===== config.mk =====
export PLATFORM = sky130hd
export DESIGN_NAME = lfsr_seed_sequencer
export DESIGN_NICKNAME = d
export VERILOG_FILES = /design/src/rtl/lfsr_seed_sequencer.sv
export SDC_FILE = /design/constraint.sdc
export NUM_CORES = 1
export LEC_CHECK = 0
export CAP_MARGIN = 25
export CORE_AREA = 3 3 201 203
export DETAILED_ROUTE_END_ITERATION = 16
export DIE_AREA = 0 0 204 206
export PLACE_DENSITY = 0.55
export SLEW_MARGIN = 30
export SYNTH_ARGS = -nofsm -noshare
export SYNTH_HDL_FRONTEND = slang
export SYNTH_SLANG_ARGS = --single-unit
export TNS_END_PERCENT = 20

===== constraint.sdc =====
create_clock -name clk -period 2.05 [get_ports clk]
set_clock_uncertainty 0.2 [all_clocks]
set_input_delay 0.205 -clock clk [delete_from_list [all_inputs] [get_ports clk]]
set_output_delay 0.205 -clock clk [all_outputs]
set_load 0.005 [all_outputs]

===== src/rtl/lfsr_seed_sequencer.sv =====
// Seeds the 147-bit scrambler LFSR through five 32-bit register writes, then
// steps it once per accepted keystream word over a valid/ready handshake.
module lfsr_seed_sequencer #(
   parameter int          POLY_WIDTH = 147,
   parameter logic [11:0] BASE_ADDR  = 12'h0f0,
   parameter int          CNT_WIDTH  = 16
) (
   input  logic                  clk,
   input  logic                  rst_n,
   input  logic                  seed_valid,
   output logic                  seed_ready,
   input  logic [POLY_WIDTH-1:0] seed,
   input  logic [CNT_WIDTH-1:0]  seed_len,
   input  logic                  abort,
   output logic                  ks_valid,
   input  logic                  ks_ready,
   output logic [POLY_WIDTH-1:0] ks_data,
   output logic                  busy,
   output logic                  done,
   output logic                  lfsr_write,
   output logic [11:0]           lfsr_addr,
   output logic [31:0]           lfsr_din,
   output logic                  lfsr_enable,
   input  logic [POLY_WIDTH-1:0] lfsr_dout
);
   localparam int         NUM_WORDS = (POLY_WIDTH + 31) / 32;
   localparam logic [2:0] LAST_WC   = 3'(NUM_WORDS - 1);

   typedef enum logic [1:0] {IDLE, LOAD, RUN, DONE} state_t;

   state_t                  state_q;
   logic [2:0]              wc_q;
   logic [CNT_WIDTH-1:0]    remaining_q;
   logic [POLY_WIDTH-1:0]   seed_q;
   logic [32*NUM_WORDS-1:0] seed_pad;
   logic                    load_act;
   logic                    run_act;

   always_ff @(posedge clk) begin
      if (!rst_n) begin
         state_q     <= IDLE;
         wc_q        <= '0;
         remaining_q <= '0;
         seed_q      <= '0;
      end else begin
         case (state_q)
            IDLE: begin
               if (seed_valid) begin
                  seed_q      <= seed;
                  remaining_q <= seed_len;
                  wc_q        <= '0;
                  state_q     <= LOAD;
               end
            end
            LOAD: begin
               if (abort) begin
                  wc_q    <= '0;
                  state_q <= IDLE;
               end else if (wc_q == LAST_WC) begin
                  wc_q    <= '0;
                  state_q <= (remaining_q != '0) ? RUN : DONE;
               end else begin
                  wc_q <= wc_q + 3'd1;
               end
            end
            RUN: begin
               if (abort) begin
                  state_q <= IDLE;
               end else if (ks_ready) begin
                  // Exit on the 1->0 handshake so remaining never wraps.
                  remaining_q <= remaining_q - CNT_WIDTH'(1);
                  if (remaining_q == CNT_WIDTH'(1))
                     state_q <= DONE;
               end
            end
            default: begin
               state_q <= IDLE;
            end
         endcase
      end
   end

   always_comb begin
      seed_pad                   = '0;
      seed_pad[POLY_WIDTH-1:0]   = seed_q;
   end

   // Abort and reset mask every strobe in the cycle they are seen.
   assign load_act = rst_n && (state_q == LOAD) && !abort;
   assign run_act  = rst_n && (state_q == RUN) && !abort;

   assign seed_ready  = rst_n && (state_q == IDLE);
   assign busy        = rst_n && (state_q != IDLE);
   assign done        = rst_n && (state_q == DONE) && !abort;
   assign ks_valid    = run_act;
   assign ks_data     = run_act ? lfsr_dout : '0;
   assign lfsr_enable = run_act && ks_ready;
   assign lfsr_write  = load_act;
   assign lfsr_addr   = load_act ? (BASE_ADDR + {9'b0, wc_q}) : 12'h000;
   assign lfsr_din    = load_act ? seed_pad[{wc_q, 5'b0} +: 32] : 32'h0;

endmodule


After elaboration in Yosys (flattened, before gate mapping)
Cells that the tools add are included.
{ "op_classes": {"add_sub_neg": 3, "eq_ne": 11, "n_shift": 1, "n_mux": 19, "reduce_logical": 19} }
{ "op_table": {"columns": ["operator", "count"], "rows": [
  ["indexed part select 160 x 9 -> 32 bit", 1],
  ["2-to-1 mux 147 bit", 1],
  ["2-to-1 mux 16 bit", 3],
  ["2-to-1 mux 32 bit", 1],
  ["case mux 16 bit (2 select lines)", 1],
  ["equality test 16 x 1 -> 1 bit (second input constant)", 1],
  ["nonzero test 16 bit", 1],
  ["subtractor 16 x 1 -> 16 bit (second input constant)", 1],
  ["2-to-1 mux 2 bit", 6],
  ["adder 8 x 3 -> 9 bit (first input constant)", 1],
  ["logical AND 1 bit", 9],
  ["2-to-1 mux 3 bit", 3],
  ["2-to-1 mux 9 bit", 1],
  ["!= test 3 bit (second input constant)", 3],
  ["AND reduction 4 bit", 2],
  ["!= test 2 bit (second input constant)", 3],
  ["case mux 2 bit (3 select lines)", 1],
  ["case mux 3 bit (2 select lines)", 1],
  ["nonzero test 2 bit", 3],
  ["equality test 2 bit (second input constant)", 2],
  ["AND reduction 2 bit", 2],
  ["adder 3 x 1 -> 3 bit (second input constant)", 1],
  ["equality test 3 bit (second input constant)", 1],
  ["equality test 2 x 1 -> 1 bit (second input constant)", 1],
  ["other kinds (3)", 3]
]} }
{ "totals": {"ff_bits": 168} }

Logic depth before layout (Yosys ltp)
Gate-level depths: netlist of the first run.
{ "depth": {"ltp_word": 5, "ltp_mapped": 7, "ltp_nobuf": 6} }

Least setup slack after synthesis of the first run
Ideal clock, no wire load.
{ "synth_path": {"path_kind": "register -> output", "from": "register wc_q[0]", "to": "output port lfsr_din[10]", "arrival_time_ns": 1.559, "slack_ns": 0.086, "stages_incl_launch_ff": 5, "path_cell_list": "dfxtp_1 -> buf_2 -> buf_2 -> mux4_2 -> a22o_1"} }
{ "synth_between": {"elab_chain_cells": 2} }
{ "synth_lines": {"columns": ["element", "line_no", "text"], "rows": [
  ["from (decl)", "32", "logic [2:0] wc_q;"],
  ["from (signal assigned)", "63", "wc_q <= wc_q + 3'd1;"],
  ["indexed part select 160 x 9 -> 32 bit", "100", "assign lfsr_din = load_act ? seed_pad[{wc_q, 5'b0} +: 32] : 32'h0;"],
  ["2-to-1 mux 32 bit", "100", null],
  ["to (decl)", "22", "output logic [31:0] lfsr_din,"]
]} }
Every way passes these cells.

Worst setup path after layout of the first run
{ "layout_path": {"from": "register state_q[0]", "to": "output port ks_data[37]"} }
{ "layout_between": {"elab_chain_cells": 4} }
{ "layout_lines": {"columns": ["element", "line_no", "text"], "rows": [
  ["from (decl)", "31", "state_t state_q;"],
  ["from (signal assigned)", "61", "state_q <= (remaining_q != '0) ? RUN : DONE;"],
  ["equality test 2 bit", "90", "assign run_act = rst_n && (state_q == RUN) && !abort;"],
  ["logical AND 1 bit (2 in series)", "90", null],
  ["2-to-1 mux 147 bit", "96", "assign ks_data = run_act ? lfsr_dout : '0;"],
  ["to (decl)", "17", "output logic [POLY_WIDTH-1:0] ks_data,"]
]} }
Every way passes these cells.

==> results.ini, run 1 <==
[clocking]
insertion_delay_ps=440
cts_tree=yes
cts-buffers-inserted=17
cts_hold_buf=0
htree_levels=4
clk_pin_slew_worst_paths_ps=80
clk_path_buf_depth=2
cts_root_buf=clkbuf_16
cts.sinks=168

[critical_path]
cp-end-kind=output pin
crit_arrival_ps=2000
critical_path.slowest_cell=dfxtp_2
critPathRequiredTime_ps=1640
path_class=reg2out
start_kind=register
crit_chain=buf_6 -> nand2b_4 -> nor2_4 -> buf_12 -> buf_12 -> buf_16 -> buf_12 -> buf_6 -> and2_4 -> buf_6
slowest_delay_ps=340
critPathTopFamily=buffers and inverters
path_max_fanout=5
crit_buf_inv=7

[timing]
tightest_slew_ps=560
rsz0062_at_grt=true
min_period_ps=2410
fmax_mhz=415
finalSetupTns_ps=-43010
whs_ps=107
relSlewSlack_pct=62.7
setup_slack_ps=-359
setup_viol=185
slew_viol_final=0
min_period_over_period_pct=118
hold_viol=0

[synth]
synth_ff_type=dfxtp_1
syn_area_per_cell_um2=7.96
async_flop_share_pct=0
synth_cell_type_count=56
synth_edf_count=0
synthCells=1079
ys_ff_latch=168
ys_seq_area_share_pct=39.2
yosysWarnings=0
synth_area_um2=8590

[finish]
mostFrequentLayoutCell=clkdlybuf4s50_1
layout-drive-gt1-share_pct=29.5
area_delta_synth_final_pct=89.6
fillerInstances=3880
fin_util_pct=42.1
final_cell_mix=clkdlybuf4s50_1 (317), nand2_1 (305), a21oi_1 (165), dfxtp_1 (164), buf_6 (97)
fin_nets=1956

[flow_run]
maxCapViolations=0

[die]
start_util_pct=22.2
chipHeight_um=206
rows=72
die_w_um=204
io_pins=512
die-area_um2=42000
core_um2=38600

[min_path]
hold_path_class=in2reg

[outcome]
violations=negative setup slack
status=finished, violations left

[global_routing]
antenna_found_initial=35
grt_overflow=0
track_usage_pct=25.3
grt_pass1_vias=9858
grt_max_degree=107
grt_pass1_wl_um=74800

[route]
dr.pass1.iters=5
vias_per_cell=4.63
wl_um=56600
drc=0
drtAntennaViolNets=0
wire_per_inst_um=25.9
dr.first_iter.drc_count=776
num_vias=10100

[placed_design]
place.gp.congestion=0.853
portBuffers=506
dp_hpwl_um=44400

[power_and_ir_drop]
max-vdd-ir-drop_uv=526
power_density_nw_per_um2=526
p_leak_nw=6.64

cells in the mapped netlist (7+ instances only):
cell type / instances / area [um2]
o211ai_1: 7 / 52.6
dfxtp_1: 168 / 3360
and2_1: 163 / 1020
nor3_1: 7 / 35.0
inv_1: 8 / 30.0
mux4_2: 32 / 721
buf_2: 40 / 200
nand2_1: 306 / 1150
clkbuf_1: 47 / 176
a22o_1: 21 / 184
nand3_1: 10 / 50.1
nor2_1: 14 / 52.6
buf_4: 10 / 75.1
a21oi_1: 165 / 826
o21ai_0: 9 / 45.0
registers in the layout, summed over array words and instances (netlist names):
name / flops
remaining_q: 16
wc_q: 3
state_q: 2
seed_q: 147
per-stage QoR:
step                      std cells  area, um2  total power [W]  worst slack (ps)
after floorplan                1083       8600          0.00424              86.3
after global placement         2087      14900          0.00534              -657
after detailed placement       2087      14900          0.00535              -680
after CTS                      2160      16000          0.00860              -506
after global routing           2179      16300          0.00888              -405
final                          2185      16300          0.00856              -359
metal layers:
metal	track usage (%)	routed length, um	vias up
met5	0	36	-
met4	9.29	1230	6
met3	6.76	4250	71
met2	39.4	26700	457
met1	33.7	24400	4828
li1	-	-	4747
where the power goes:
group	internal, W	total, W	switching [W]
sequential	0.00347	0.00359	0.000125
clock	0.00171	0.00322	0.00152
combinational	0.000984	0.00175	0.000764
repair_timing:
item,CTS,global route
pin swaps,36,23
gates cloned,10,4
setup endpoints to repair,192,231
gates resized for setup,817,130
buffers inserted,34,13
layout make-up:
cell class,instances,area (um2),share of cell area (%)
Antenna cell,17,42.5,0.261
Tap cell,518,648,3.98
Inverter,8,32.5,0.200
Sequential cell,168,3370,20.7
Clock inverter,14,139,0.853
Clock buffer,18,429,2.64
Multi-Input combinational cell,808,5000,30.7
Timing Repair Buffer,634,6620,40.7
worst paths after layout:
check	end	slack, ps	startpoint	cells after the start
hold reg to reg	seed_q[65]	250	seed_q[65]	2
setup / recovery	ks_data[37]	-360	state_q[0]	10
hold / removal	seed_q[93]	110	seed[93]	3
setup reg to reg	seed_q[31]	0	state_q[0]	7
tightest hold or removal path: cells and delay by family:
family / cells / cell delay (ps)
buffers and inverters: 1 / 390
AND/OR/NAND/NOR: 1 / 50
AO/OA/AOI/OAI: 1 / 50
logic make-up (layout without fill, tap and decap cells):
| family | Yosys count | in the layout | share of synthesized area, % |
|---|---|---|---|
| multiplexers | 33 | 33 | 8.51 |
| AO/OA/AOI/OAI | 226 | 226 | 15.1 |
| flip-flops | 168 | 168 | 39.2 |
| other | 1 | 22 | 0.0437 |
| AND/OR/NAND/NOR | 540 | 540 | 30.7 |
| buffers and inverters | 107 | 674 | 5.87 |
| adder cells (fa/ha/maj) | 4 | 4 | 0.583 |
No activity file was read; power rests on OpenSTA's default activity.
==> run 2: changes to the inputs <==
--- a/config.mk
+++ b/config.mk
@@ -9,7 +9,6 @@
 export CORE_AREA = 3 3 201 203
 export DETAILED_ROUTE_END_ITERATION = 16
 export DIE_AREA = 0 0 204 206
-export PLACE_DENSITY = 0.55
 export SLEW_MARGIN = 30
 export SYNTH_ARGS = -nofsm -noshare
 export SYNTH_HDL_FRONTEND = slang
==> run 2 against run 1 <==
Effect of this change:
- the run still ends with negative setup slack left
- clock-buffer cell count rose by 5
- sequential cell count did not move
- global-route usage shrank 1.4 points
- sequential share of layout area up 0.093 points
- first-iteration DRC count shrank 14%
- setup slack improved by 1.0 ps
- critical path depth shrank 4
- core utilization down 0.19 points
- total power down 0.10%
- critical path type unchanged
==> results.ini, run 2 (synthesis gave the netlist of run 1 again) <==
[clocking]
clk_pin_slew_worst_paths_ps=70
cts-buffers-inserted=17
cts.sinks=168
cts_hold_buf=0
htree_levels=4
clk_path_buf_depth=2
cts_tree=yes
insertion_delay_ps=430
cts_root_buf=clkbuf_16

[die]
die-area_um2=42000
rows=72
chipHeight_um=206
die_w_um=204
start_util_pct=22.2
io_pins=512
core_um2=38600

[power_and_ir_drop]
power_frac_clock_pct=38.2
power_density_nw_per_um2=528
max-vdd-ir-drop_uv=532
seqPwrFrac_pct=42.0
switching_share_pct=26.3
power.switching_w=0.00225
p_int_w=0.00631
p_leak_nw=6.79
pwr-share-comb_pct=19.8

[timing]
tightest_slew_ps=846
hold_viol=0
relSlewSlack_pct=43.6
slew_viol_final=0
min_period_over_period_pct=117
finalSetupTns_ps=-33930
rsz0062_at_grt=true
setup_viol=185
fmax_mhz=415
setup_slack_ps=-358
min_period_ps=2410

[finish]
reg_top3=seed_q (147), remaining_q (16), wc_q (3)
mostFrequentLayoutCell=clkdlybuf4s50_1
final_cell_mix=clkdlybuf4s50_1 (318), nand2_1 (305), a21oi_1 (165), dfxtp_1 (164), buf_6 (120)
fillerInstances=3905
seq_area_um2=3370
fin_cells=2177
multi_input_area_um2=5040
area_delta_synth_final_pct=88.7
fin_nets=1947
largest_reg_flops=147
regMostFlops=seed_q
layout-drive-gt1-share_pct=28.9

[critical_path]
timing.rr.start=state_q[0]
crit_path_start=wc_q[0]
regToRegEndpoint=remaining_q[14]
path_class=reg2out
path_max_fanout=5
cp-end-kind=output pin
critPathRequiredTime_ps=1640
rrSetupSlack_ps=-10
crit_arrival_ps=2000
start_kind=register
worst_r2r_path_depth=8

[global_routing]
track_usage_pct=23.9
antenna_found_initial=38
grt_max_degree=155
grt_pass1_wl_um=71100
grt_pass1_vias=9819
grt_overflow=0

[route]
wl_um=54400
dr.pass1.iters=5
num_vias=10100
wire_per_inst_um=25.0
drc=0
wl_met1_um=20500
dr_wl_met3_um=5150
vias_per_cell=4.65
wl_met2_um=27300
dr.first_iter.drc_count=666
top_layer_used=met5
drtAntennaViolNets=0

[flow_run]
maxCapViolations=0

[min_path]
worst_hold_startpoint=seed[93]
hold_depth=3
whs_endpoint=seed_q[93]
hold_path_class=in2reg

[outcome]
violations=negative setup slack
status=finished, violations left

[placed_design]
dp_hpwl_um=41800
place.gp.congestion=0.896
placed_cells=2071
portBuffers=506
dpl_worst_slack_ps=-639

run 2: changes by cell type in the layout (fill, tap and decap cells not counted), sizes merged, moves of 5 or more:
cell | before | now
buf | 279 | 244
dlymetal6s2s | 0 | 13
clkdlybuf4s15 | 25 | 5
clkbuf | 28 | 67
inv | 14 | 9
run 2: how the worst max path moves through the flow:
stage	to	slack (ps)	cells past startpoint
floorplan	lfsr_din[10]	90	4
global placement	ks_data[52]	-650	7
detailed placement	ks_data[115]	-640	7
CTS	ks_data[84]	-600	8
global route	lfsr_din[22]	-420	7
finish	lfsr_din[0]	-360	6
run 2: worst max-delay path, stage by stage (launching register included):
cell	delay (ps)
dfxtp_4	380
buf_12	130
buf_12	120
buf_6	90
mux4_2	500
a22o_1	220
buf_6	130
run 2: power by group through the flow:
stage          Clock, W  Combinational, W  Sequential [W]
2_1_floorplan         0          0.000621         0.00362
3_3_place_gp          0           0.00163         0.00365
3_5_place_dp          0           0.00163         0.00366
4_1_cts         0.00334           0.00166         0.00359
5_1_grt         0.00347           0.00183         0.00361
6_report        0.00327           0.00170         0.00359
run 2: area by class of cell:
cell class	count	area share (%)
Tap cell	518	4.00
Antenna cell	18	0.278
Clock buffer	23	2.89
Timing Repair Buffer	625	40.0
Multi-Input combinational cell	808	31.1
Sequential cell	168	20.8
Inverter	8	0.201
Clock inverter	9	0.726
run 2: metal layers:
metal	vias up	global-route usage [%]
li1	4721	-
met1	4829	28.6
met2	495	38.8
met3	72	8.06
met4	2	11.4
met5	-	0
run 2: what timing repair did:
| action | CTS | global route |
|---|---|---|
| pin swaps | 8 | 52 |
| setup endpoints to repair | 192 | 287 |
| gates cloned | 4 | 16 |
| gates resized for setup | 342 | 493 |
| setup buffers | 14 | 24 |
run 2: metrics by stage:
stage / hold WS, ps / cell area, um2 / total power [W] / utilization (%)
after detailed placement: 245 / 14600 / 0.00529 / 37.8
final: 116 / 16200 / 0.00855 / 41.9
after global placement: 239 / 14600 / 0.00528 / 37.8
after floorplan: 141 / 8600 / 0.00424 / -
after global routing: 115 / 16200 / 0.00891 / 41.9
after CTS: 95.1 / 15500 / 0.00859 / 40.1
==> run 3: changes to the inputs <==
--- a/config.mk
+++ b/config.mk
@@ -9,6 +9,7 @@
 export CORE_AREA = 3 3 201 203
 export DETAILED_ROUTE_END_ITERATION = 16
 export DIE_AREA = 0 0 204 206
+export MAX_ROUTING_LAYER = met4
 export SLEW_MARGIN = 30
 export SYNTH_ARGS = -nofsm -noshare
 export SYNTH_HDL_FRONTEND = slang
==> run 3 against run 2 <==
Effect of this change:
- the run still ends with negative setup slack left
- setup slack improved by 35 ps
- core utilization is 0.44 points higher
- first-iteration DRC count is 25% higher
- final area grew 1.1%
- critical path type unchanged
- largest cell class unchanged
==> results.ini, run 3 (synthesis gave the netlist of run 1 again) <==
[finish]
regMostFlops=seed_q
mostFrequentLayoutCell=clkdlybuf4s50_1
final_area_um2=16400
fin_cells=2175
reg_top3=seed_q (147), remaining_q (16), wc_q (3)
fin_nets=1946
final_cell_mix=clkdlybuf4s50_1 (314), nand2_1 (306), a21oi_1 (165), dfxtp_1 (163), buf_6 (106)
layout-drive-gt1-share_pct=29.2
largest_reg_flops=147
area_delta_synth_final_pct=90.7
fillerInstances=3862

[placed_design]
dp_hpwl_um=41600
dpl_cell_area_um2=14600
portBuffers=506
placed_cells=2070
place.gp.congestion=0.893

[flow_run]
maxCapViolations=0

[timing]
fmax_mhz=422
whs_ps=113
min_period_ps=2370
rsz0062_at_grt=true
setup_slack_ps=-322
hold_viol=0
setup_viol=225
min_period_over_period_pct=116
finalSetupTns_ps=-40930
relSlewSlack_pct=51.3
slew_viol_final=0
tightest_slew_ps=730

[critical_path]
cp-end-kind=output pin
timing.rr.start=state_q[1]
critPathRequiredTime_ps=1640
path_class=reg2out
crit_path_start=state_q[1]
start_kind=register
path_max_fanout=5
crit_arrival_ps=1970

[clocking]
cts_hold_buf=0
cts_root_buf=clkbuf_16
insertion_delay_ps=430
clk_path_buf_depth=2
cts_tree=yes
cts-buffers-inserted=17
htree_levels=4
clk_pin_slew_worst_paths_ps=70
cts.sinks=168

[outcome]
status=finished, violations left
violations=negative setup slack

[global_routing]
grt_pass1_vias=10000
grt_pass1_wl_um=72900
grt_overflow=0
track_usage_pct=25.2
grt_max_degree=155
antenna_found_initial=40

[die]
die-area_um2=42000
io_pins=512
start_util_pct=22.2
die_w_um=204
core_um2=38600
rows=72
chipHeight_um=206

[min_path]
worst_hold_startpoint=seed[121]
hold_path_class=in2reg

[route]
vias_per_cell=4.69
wl_um=54700
drc=0
dr.first_iter.drc_count=831
wire_per_inst_um=25.1
drtAntennaViolNets=0
dr.pass1.iters=6
num_vias=10200

[power_and_ir_drop]
max-vdd-ir-drop_uv=510
p_leak_nw=6.64
power_density_nw_per_um2=544

-- run 3: changes by cell type in the layout (fill, tap and decap cells not counted), moves of 13 or more --
cell,change
and2_1,+14
and2_4,-14
clkbuf_2,-32
dlymetal6s2s_1,-13
buf_6,-14
buf_2,+24
clkdlybuf4s15_2,+25
-- run 3: worst paths after layout --
path | cells after the start | slack, ps | end
max reg2reg | 6 | -30 | seed_q[112]
min reg2reg | 2 | 250 | seed_q[10]
max | 8 | -320 | lfsr_din[21]
min | 3 | 110 | seed_q[121]
-- run 3: what timing repair did --
action	CTS	global route
gates resized for setup	756	208
endpoints found under the setup margin	192	259
buffers inserted	34	7
pin swaps	22	43
gates cloned	13	8
-- run 3: where the power goes --
part / switching, W / leakage [nW] / total [W] / internal [W]
sequential: 0.000125 / 1.38 / 0.00359 / 0.00347
clock: 0.00152 / 0.322 / 0.00362 / 0.00210
combinational: 0.000730 / 4.94 / 0.00168 / 0.000952
-- run 3: worst max-delay path, cell delays in order, from the launching register on --
cell,delay [ps]
dfxtp_2,320
and4bb_4,310
buf_6,100
nor2b_4,170
buf_6,150
buf_16,120
buf_8,120
and2_4,140
buf_6,90
-- run 3: metrics by stage --
stage                     util, %  power [W]  worst slack, ps
after detailed placement     37.8    0.00528             -597
after CTS                    41.0    0.00897             -369
after global placement       37.8    0.00527             -641
after global routing         42.4    0.00926             -381
final                        42.4    0.00890             -322
after floorplan                 -    0.00424             86.3
-- run 3: final cells by class --
class | instances | area [um2] | area share (%)
Sequential cell | 168 | 3370 | 20.6
Clock inverter | 15 | 231 | 1.41
Multi-Input combinational cell | 808 | 5020 | 30.7
Clock buffer | 17 | 425 | 2.60
Tap cell | 518 | 648 | 3.96
Timing Repair Buffer | 624 | 6600 | 40.3
Inverter | 8 | 32.5 | 0.199
Antenna cell | 17 | 42.5 | 0.260
-- run 3: per-layer routing --
metal / vias to the layer above / wire (um) / GRT usage (%)
li1: 4728 / - / -
met1: 4863 / 20800 / 28.9
met2: 523 / 27200 / 41.0
met3: 76 / 5150 / 8.49
met4: 0 / 1600 / 9.86
met5: - / 0 / -
